File: config.mk
export PLATFORM = sky130hd
export DESIGN_NAME = spi_settings_responder
export DESIGN_NICKNAME = d
export VERILOG_FILES = /design/src/rtl/spi_settings_responder.sv
export SDC_FILE = /design/constraint.sdc
export NUM_CORES = 1
export LEC_CHECK = 0
export ABC_CLOCK_PERIOD_IN_PS = 2200
export CELL_PAD_IN_SITES_DETAIL_PLACEMENT = 1
export CELL_PAD_IN_SITES_GLOBAL_PLACEMENT = 1
export CORE_MARGIN = 4
export CORE_UTILIZATION = 43
export DETAILED_ROUTE_END_ITERATION = 10
export PLACE_DENSITY = 0.85
export SLEW_MARGIN = 20
export SYNTH_ARGS = -nofsm -noshare
export SYNTH_HDL_FRONTEND = slang
export SYNTH_SLANG_ARGS = --single-unit
File: constraint.sdc
create_clock -name bus_clk -period 2.2 [get_ports bus_clk]
set_input_delay 0.22 -clock bus_clk [delete_from_list [all_inputs] [get_ports bus_clk]]
set_output_delay 0.22 -clock bus_clk [all_outputs]
set_load 0.02 [all_outputs]
File: src/rtl/spi_settings_responder.sv
// rtl/spi_settings_responder.sv - SPI responder bridging master frames to settings-bus writes and readbacks
module spi_settings_responder #(
    parameter int AWIDTH      = 8,
    parameter int DWIDTH      = 32,
    parameter int SYNC_STAGES = 2,
    parameter int RB_LATENCY  = 1
) (
    input  logic              bus_clk,
    input  logic              bus_rst_n,
    input  logic              spi_sen,
    input  logic              spi_sclk,
    input  logic              spi_mosi,
    output logic              spi_miso,
    output logic              set_stb,
    output logic [AWIDTH-1:0] set_addr,
    output logic [DWIDTH-1:0] set_data,
    output logic              rb_stb,
    output logic [AWIDTH-1:0] rb_addr,
    input  logic [DWIDTH-1:0] rb_data,
    output logic              busy,
    output logic [7:0]        abort_cnt
);

    localparam int FRAME_BITS = 16 + DWIDTH;
    localparam int CW         = $clog2(FRAME_BITS + 1);
    localparam logic [CW-1:0] HDR_LAST   = CW'(15);
    localparam logic [CW-1:0] FRAME_LAST = CW'(FRAME_BITS - 1);
    localparam logic [1:0]    RB_WAIT    = 2'(RB_LATENCY);

    typedef enum logic [2:0] {
        ARMWAIT,
        IDLE,
        HDR,
        WDATA,
        RWAIT,
        RDATA,
        DONE
    } state_t;

    state_t                 state;
    logic [SYNC_STAGES-1:0] sen_sync;
    logic [SYNC_STAGES-1:0] sclk_sync;
    logic [SYNC_STAGES-1:0] mosi_sync;
    logic                   sclk_last;
    logic [CW-1:0]          bit_cnt;
    logic [14:0]            hdr_sr;
    logic [DWIDTH-1:0]      data_sr;
    logic [1:0]             wait_cnt;

    logic              sen_s;
    logic              sclk_s;
    logic              mosi_s;
    logic              sclk_rise;
    logic              sclk_fall;
    logic [15:0]       hdr_next;
    logic [DWIDTH-1:0] data_next;

    // Sync flops clear to 0 so a reset during a live frame stays in ARMWAIT until sen really goes high.
    always_ff @(posedge bus_clk or negedge bus_rst_n) begin
        if (!bus_rst_n) begin
            sen_sync  <= '0;
            sclk_sync <= '0;
            mosi_sync <= '0;
            sclk_last <= 1'b0;
        end else begin
            sen_sync  <= {sen_sync[SYNC_STAGES-2:0], spi_sen};
            sclk_sync <= {sclk_sync[SYNC_STAGES-2:0], spi_sclk};
            mosi_sync <= {mosi_sync[SYNC_STAGES-2:0], spi_mosi};
            sclk_last <= sclk_sync[SYNC_STAGES-1];
        end
    end

    assign sen_s     = sen_sync[SYNC_STAGES-1];
    assign sclk_s    = sclk_sync[SYNC_STAGES-1];
    assign mosi_s    = mosi_sync[SYNC_STAGES-1];
    assign sclk_rise = sclk_s & ~sclk_last;
    assign sclk_fall = ~sclk_s & sclk_last;
    assign hdr_next  = {hdr_sr, mosi_s};
    assign data_next = {data_sr[DWIDTH-2:0], mosi_s};

    always_ff @(posedge bus_clk or negedge bus_rst_n) begin
        if (!bus_rst_n) begin
            state     <= ARMWAIT;
            bit_cnt   <= '0;
            hdr_sr    <= '0;
            data_sr   <= '0;
            wait_cnt  <= '0;
            spi_miso  <= 1'b0;
            set_stb   <= 1'b0;
            set_addr  <= '0;
            set_data  <= '0;
            rb_stb    <= 1'b0;
            rb_addr   <= '0;
            busy      <= 1'b0;
            abort_cnt <= '0;
        end else begin
            set_stb <= 1'b0;
            rb_stb  <= 1'b0;
            // sen high ends any frame; anything short of DONE counts as an abort.
            if (sen_s && state != ARMWAIT && state != IDLE) begin
                state    <= IDLE;
                busy     <= 1'b0;
                spi_miso <= 1'b0;
                if (state != DONE && abort_cnt != 8'hFF) begin
                    abort_cnt <= abort_cnt + 8'd1;
                end
            end else begin
                case (state)
                    ARMWAIT: begin
                        if (sen_s) begin
                            state <= IDLE;
                        end
                    end
                    IDLE: begin
                        spi_miso <= 1'b0;
                        if (!sen_s) begin
                            state   <= HDR;
                            busy    <= 1'b1;
                            bit_cnt <= '0;
                        end
                    end
                    HDR: begin
                        if (sclk_rise) begin
                            hdr_sr  <= hdr_next[14:0];
                            bit_cnt <= bit_cnt + 1'b1;
                            if (bit_cnt == HDR_LAST) begin
                                if (hdr_next[15]) begin
                                    rb_stb   <= 1'b1;
                                    rb_addr  <= hdr_next[AWIDTH-1:0];
                                    wait_cnt <= '0;
                                    state    <= RWAIT;
                                end else begin
                                    state <= WDATA;
                                end
                            end
                        end
                    end
                    WDATA: begin
                        if (sclk_rise) begin
                            data_sr <= data_next;
                            bit_cnt <= bit_cnt + 1'b1;
                            if (bit_cnt == FRAME_LAST) begin
                                set_stb  <= 1'b1;
                                set_addr <= hdr_sr[AWIDTH-1:0];
                                set_data <= data_next;
                                state    <= DONE;
                            end
                        end
                    end
                    RWAIT: begin
                        if (wait_cnt == RB_WAIT) begin
                            data_sr <= rb_data;
                            state   <= RDATA;
                        end else begin
                            wait_cnt <= wait_cnt + 2'd1;
                        end
                    end
                    RDATA: begin
                        if (sclk_fall) begin
                            spi_miso <= data_sr[DWIDTH-1];
                            data_sr  <= {data_sr[DWIDTH-2:0], 1'b0};
                        end
                        if (sclk_rise) begin
                            bit_cnt <= bit_cnt + 1'b1;
                            if (bit_cnt == FRAME_LAST) begin
                                spi_miso <= 1'b0;
                                state    <= DONE;
                            end
                        end
                    end
                    DONE: begin
                        spi_miso <= 1'b0;
                    end
                    default: begin
                        state <= ARMWAIT;
                    end
                endcase
            end
        end
    end

endmodule

==> metrics.md, run 1 <==
| Metric | Value |
|---|---|
| Outcome | `complete, no violations` |
| Seq/Total Area, Yosys | `between 50% and 60%` |
| Fillers | `roughly 1.2k` |
| Placed cell area | `between 6000 and 7000 µm²` |
| RSZ-0062 raised after global routing | `false` |
| Max incr delay on CP | `0.43 ns` |
| Critical Path Start Type | `flip-flop` |
| Vias/cell | `5.29` |
| Worst path cell trace | `ha_2 -> and4b_1 -> nand2_1 -> or3_4 -> clkbuf_16 -> mux2_1` |
| Hold Path Origin | `spi_sen` |
| Met3 routed WL | `approximately 490 µm` |
| Max Slew Vio Count | `0` |
| Fin nets | `550` |
| Yosys Warn Count | `0` |
| Cell Count Post-Placement | `660` |
| CP max stage cell | `or3_4` |
| Syn_area_per_cell | `14.1 µm²` |
| # diodes | `0` |
| Uppermost layer routed | `met4` |
| Crit path DAT | `2.34 ns` |
| Site Rows | `41` |
| # IOs | `97` |
| WS Path Type | `reg2reg` |
| # setup viols final | `0` |
| CP endpoint kind | `flip-flop` |
| CTS tree | `yes` |
| Synthesized cell area | `5530 µm²` |
| Htree depth | `4` |
| Design Power | `around 7 mW` |
| Power per cell area | `944 nW/µm²` |
| Final Cell Area | `roughly 7500 µm²` |
| Sum Neg Setup Slack | `0 ns` |
| Die area | `14700 µm²` |
| Via count | `3665` |
| Vias in the first global route | `4147` |
| Post-synth top area cell | `dfrtp_1` |
| Post-synth EDFFs | `0` |
| Max VDD drop | `0.717 mV` |
| Worst slew pin tran | `0.640 ns` |
| Core Area | `around 13000 µm²` |
| Pre-antenna DRT Iters | `4` |
| Synth cell count leaders | `125 x dfrtp_1, 69 x mux2_1, 51 x mux2_2` |
| Max-cap violations | `0` |
| Clk sink count | `125` |
| Fraction of layout cells with a size suffix above 1 | `23.0%` |
| Largest net degree at the start of global routing | `47` |
| DRT met1 WL | `5880 µm` |
| Reg-to-reg startpoint | `bit_cnt[1]` |
| Minimum clock period | `2.04 ns` |
| Fin crit share | `between 90 and 100%` |
| Register Area | `3130 µm²` |
| Starting Density | `43.9%` |
| Seq cells post-synth | `125` |
| Clock latency on the worst-skew pair | `roughly 0.42 ns` |
| CP Data Required Time | `around 2.5 ns` |
| DR WL/cell | `approximately 21 µm` |
| Antenna Nets Post-Route | `0` |
| GR Overflow Total | `0` |
| Final Hold Fails | `0` |
| CTS Buf Count | `17` |
| Most common cell in the netlist | `dfrtp_1` |
| Max Fanout on Critical Path | `20` |
| DP HPWL | `between 8000 and 9000 µm` |
| First-pass GRT wire length | `~23000 µm` |
| Crit path from | `bit_cnt[1]` |
| Drt first-iter violations | `210` |
| Layout Skew | `about 0.010 ns` |
| Post-Syn Instances | `393` |
| Die Wd | `around 120 µm` |
| Longest Clk Path Bufs | `2` |
| Metal2 WL | `between 7000 and 8000 µm` |
| Relative slew slack | `57.3%` |
| Initial antenna violation count | `0` |
| WL final | `14300 µm` |
| Achievable Freq | `489 MHz` |
| Hold Path Class | `in2reg` |
| Total GRT Usage | `between 20% and 30%` |
| Area taken by multi-input logic gates | `2280 µm²` |
| Top post-synthesis cells by area | `dfrtp_1 57%, mux2_1 14%, mux2_2 10%, mux2_4 2.2%, o21ai_0 1.1%` |
| Port buffer count | `between 90 and 100` |
| Syn-to-layout area delta | `35.2%` |
| DR DRC count | `0` |
| Root buffer cell | `clkbuf_16` |
| Most used DFF post-synth | `dfrtp_1` |
| Yosys top cell area share | `56.5%` |
| Async set-reset flop share out of synthesis | `between 90% and 100%` |
| Die Span Y | `121 µm` |
| Net Count, Synth | `433` |
| Hold slack | `0.245 ns` |
| Routability cong. | `0.873` |
| Non-filler instance count after layout | `between 600 and 700` |
| Netlist cell types | `54` |
| Reg clk slew, reported paths | `0.06 ns` |
| Leakage dissipation | `3.57 nW` |
[layer usage]
metal	GRT usage, %	up-vias
li1	-	1652
met1	24.8	1899
met2	35.5	89
met3	4.48	25
met4	8.61	0
met5	0	-
[final cells by class]
| class | count | share of cell area, % |
|---|---|---|
| Clock inverter | 5 | 1.37 |
| Clock buffer | 25 | 7.03 |
| Tap cell | 172 | 2.88 |
| Multi-Input combinational cell | 241 | 30.5 |
| Timing Repair Buffer | 117 | 16.0 |
| Sequential cell | 125 | 41.8 |
| Inverter | 8 | 0.401 |
[cell usage in the layout (no fill, tap or decap), types with 5 or more instances in the layout]
master           count
nor2b_1              5
clkbuf_16           18
o21ai_0             12
nand2b_1             8
inv_1                7
mux2_1              69
clkbuf_8             7
mux2_4               8
buf_12               5
dfrtp_1            125
xnor2_1              6
mux2i_1              5
clkdlybuf4s50_1     95
buf_4               15
a21oi_1              6
mux2_2              51
nor2_1               6
nand2_1             12
[state kept, by name, indices dropped and copies added (netlist names), 3 cells and up]
| register | count |
|---|---|
| abort_cnt | 8 |
| bit_cnt | 6 |
| data_sr | 32 |
| hdr_sr | 15 |
| rb_addr | 8 |
| set_addr | 8 |
| set_data | 32 |
| state | 3 |
[cells by family after synthesis]
| family | after synthesis | share of synthesized area (%) |
|---|---|---|
| adder cells (fa/ha/maj) | 3 | 0.678 |
| flip-flops | 125 | 56.5 |
| AND/OR/NAND/NOR | 58 | 6.29 |
| buffers and inverters | 27 | 2.76 |
| XOR/XNOR | 7 | 1.11 |
| multiplexers | 133 | 27.5 |
| AO/OA/AOI/OAI | 40 | 5.15 |
[path summary, 6_finish.rpt]
kind / end / slack [ns] / cells past startpoint
max in group asynchronous: bit_cnt[1] / 1.15 / 3
worst min register to register: sclk_sync[1] / 0.36 / 0
worst max-delay path: set_data[5] / 0.16 / 6
min in group asynchronous: set_data[5] / 0.38 / 2
worst max register to register: set_data[5] / 0.16 / 6
worst min-delay path: sen_sync[0] / 0.25 / 1
[worst max-delay path, delay by kind of cell (launching register included)]
family                     cells  cell delay (ns)
adders and majority gates      1             0.23
DFF                            1             0.38
buffers and inverters          1             0.22
muxes                          1             0.33
and+or+nand+nor                3             0.75
[metrics by stage]
stage	utilization (%)	setup WS, ns
detailed placement	53.9	0.0783
CTS	59.0	0.0183
floorplan	-	0.224
finish	59.3	0.157
global placement	53.9	0.140
global route	59.3	0.0651
[what timing repair did]
| action | CTS | global route |
|---|---|---|
| gates resized for setup | 0 | 2 |
| cloned | 0 | 1 |
| setup endpoints to repair | 6 | 40 |
| hold buffers | 1 | 0 |
| hold endpoints to repair | 42 | 0 |
| setup buffers | 1 | 0 |
[report_power, final]
group / internal (mW) / switching, mW / leakage, nW
clock: 1.98 / 0.979 / 0.307
combinational: 0.643 / 0.709 / 1.55
sequential: 2.52 / 0.227 / 1.71
Power figures use the tool's default switching activity.
==> inputs of run 2 (changes only) <==
--- a/config.mk
+++ b/config.mk
@@ -11,6 +11,7 @@
 export CORE_MARGIN = 4
 export CORE_UTILIZATION = 43
 export DETAILED_ROUTE_END_ITERATION = 10
+export GPL_ROUTABILITY_DRIVEN = 0
 export PLACE_DENSITY = 0.85
 export SLEW_MARGIN = 20
 export SYNTH_ARGS = -nofsm -noshare
==> results of run 2 <==
No change in the layout: final DEF, timing and power equal those of run 1.
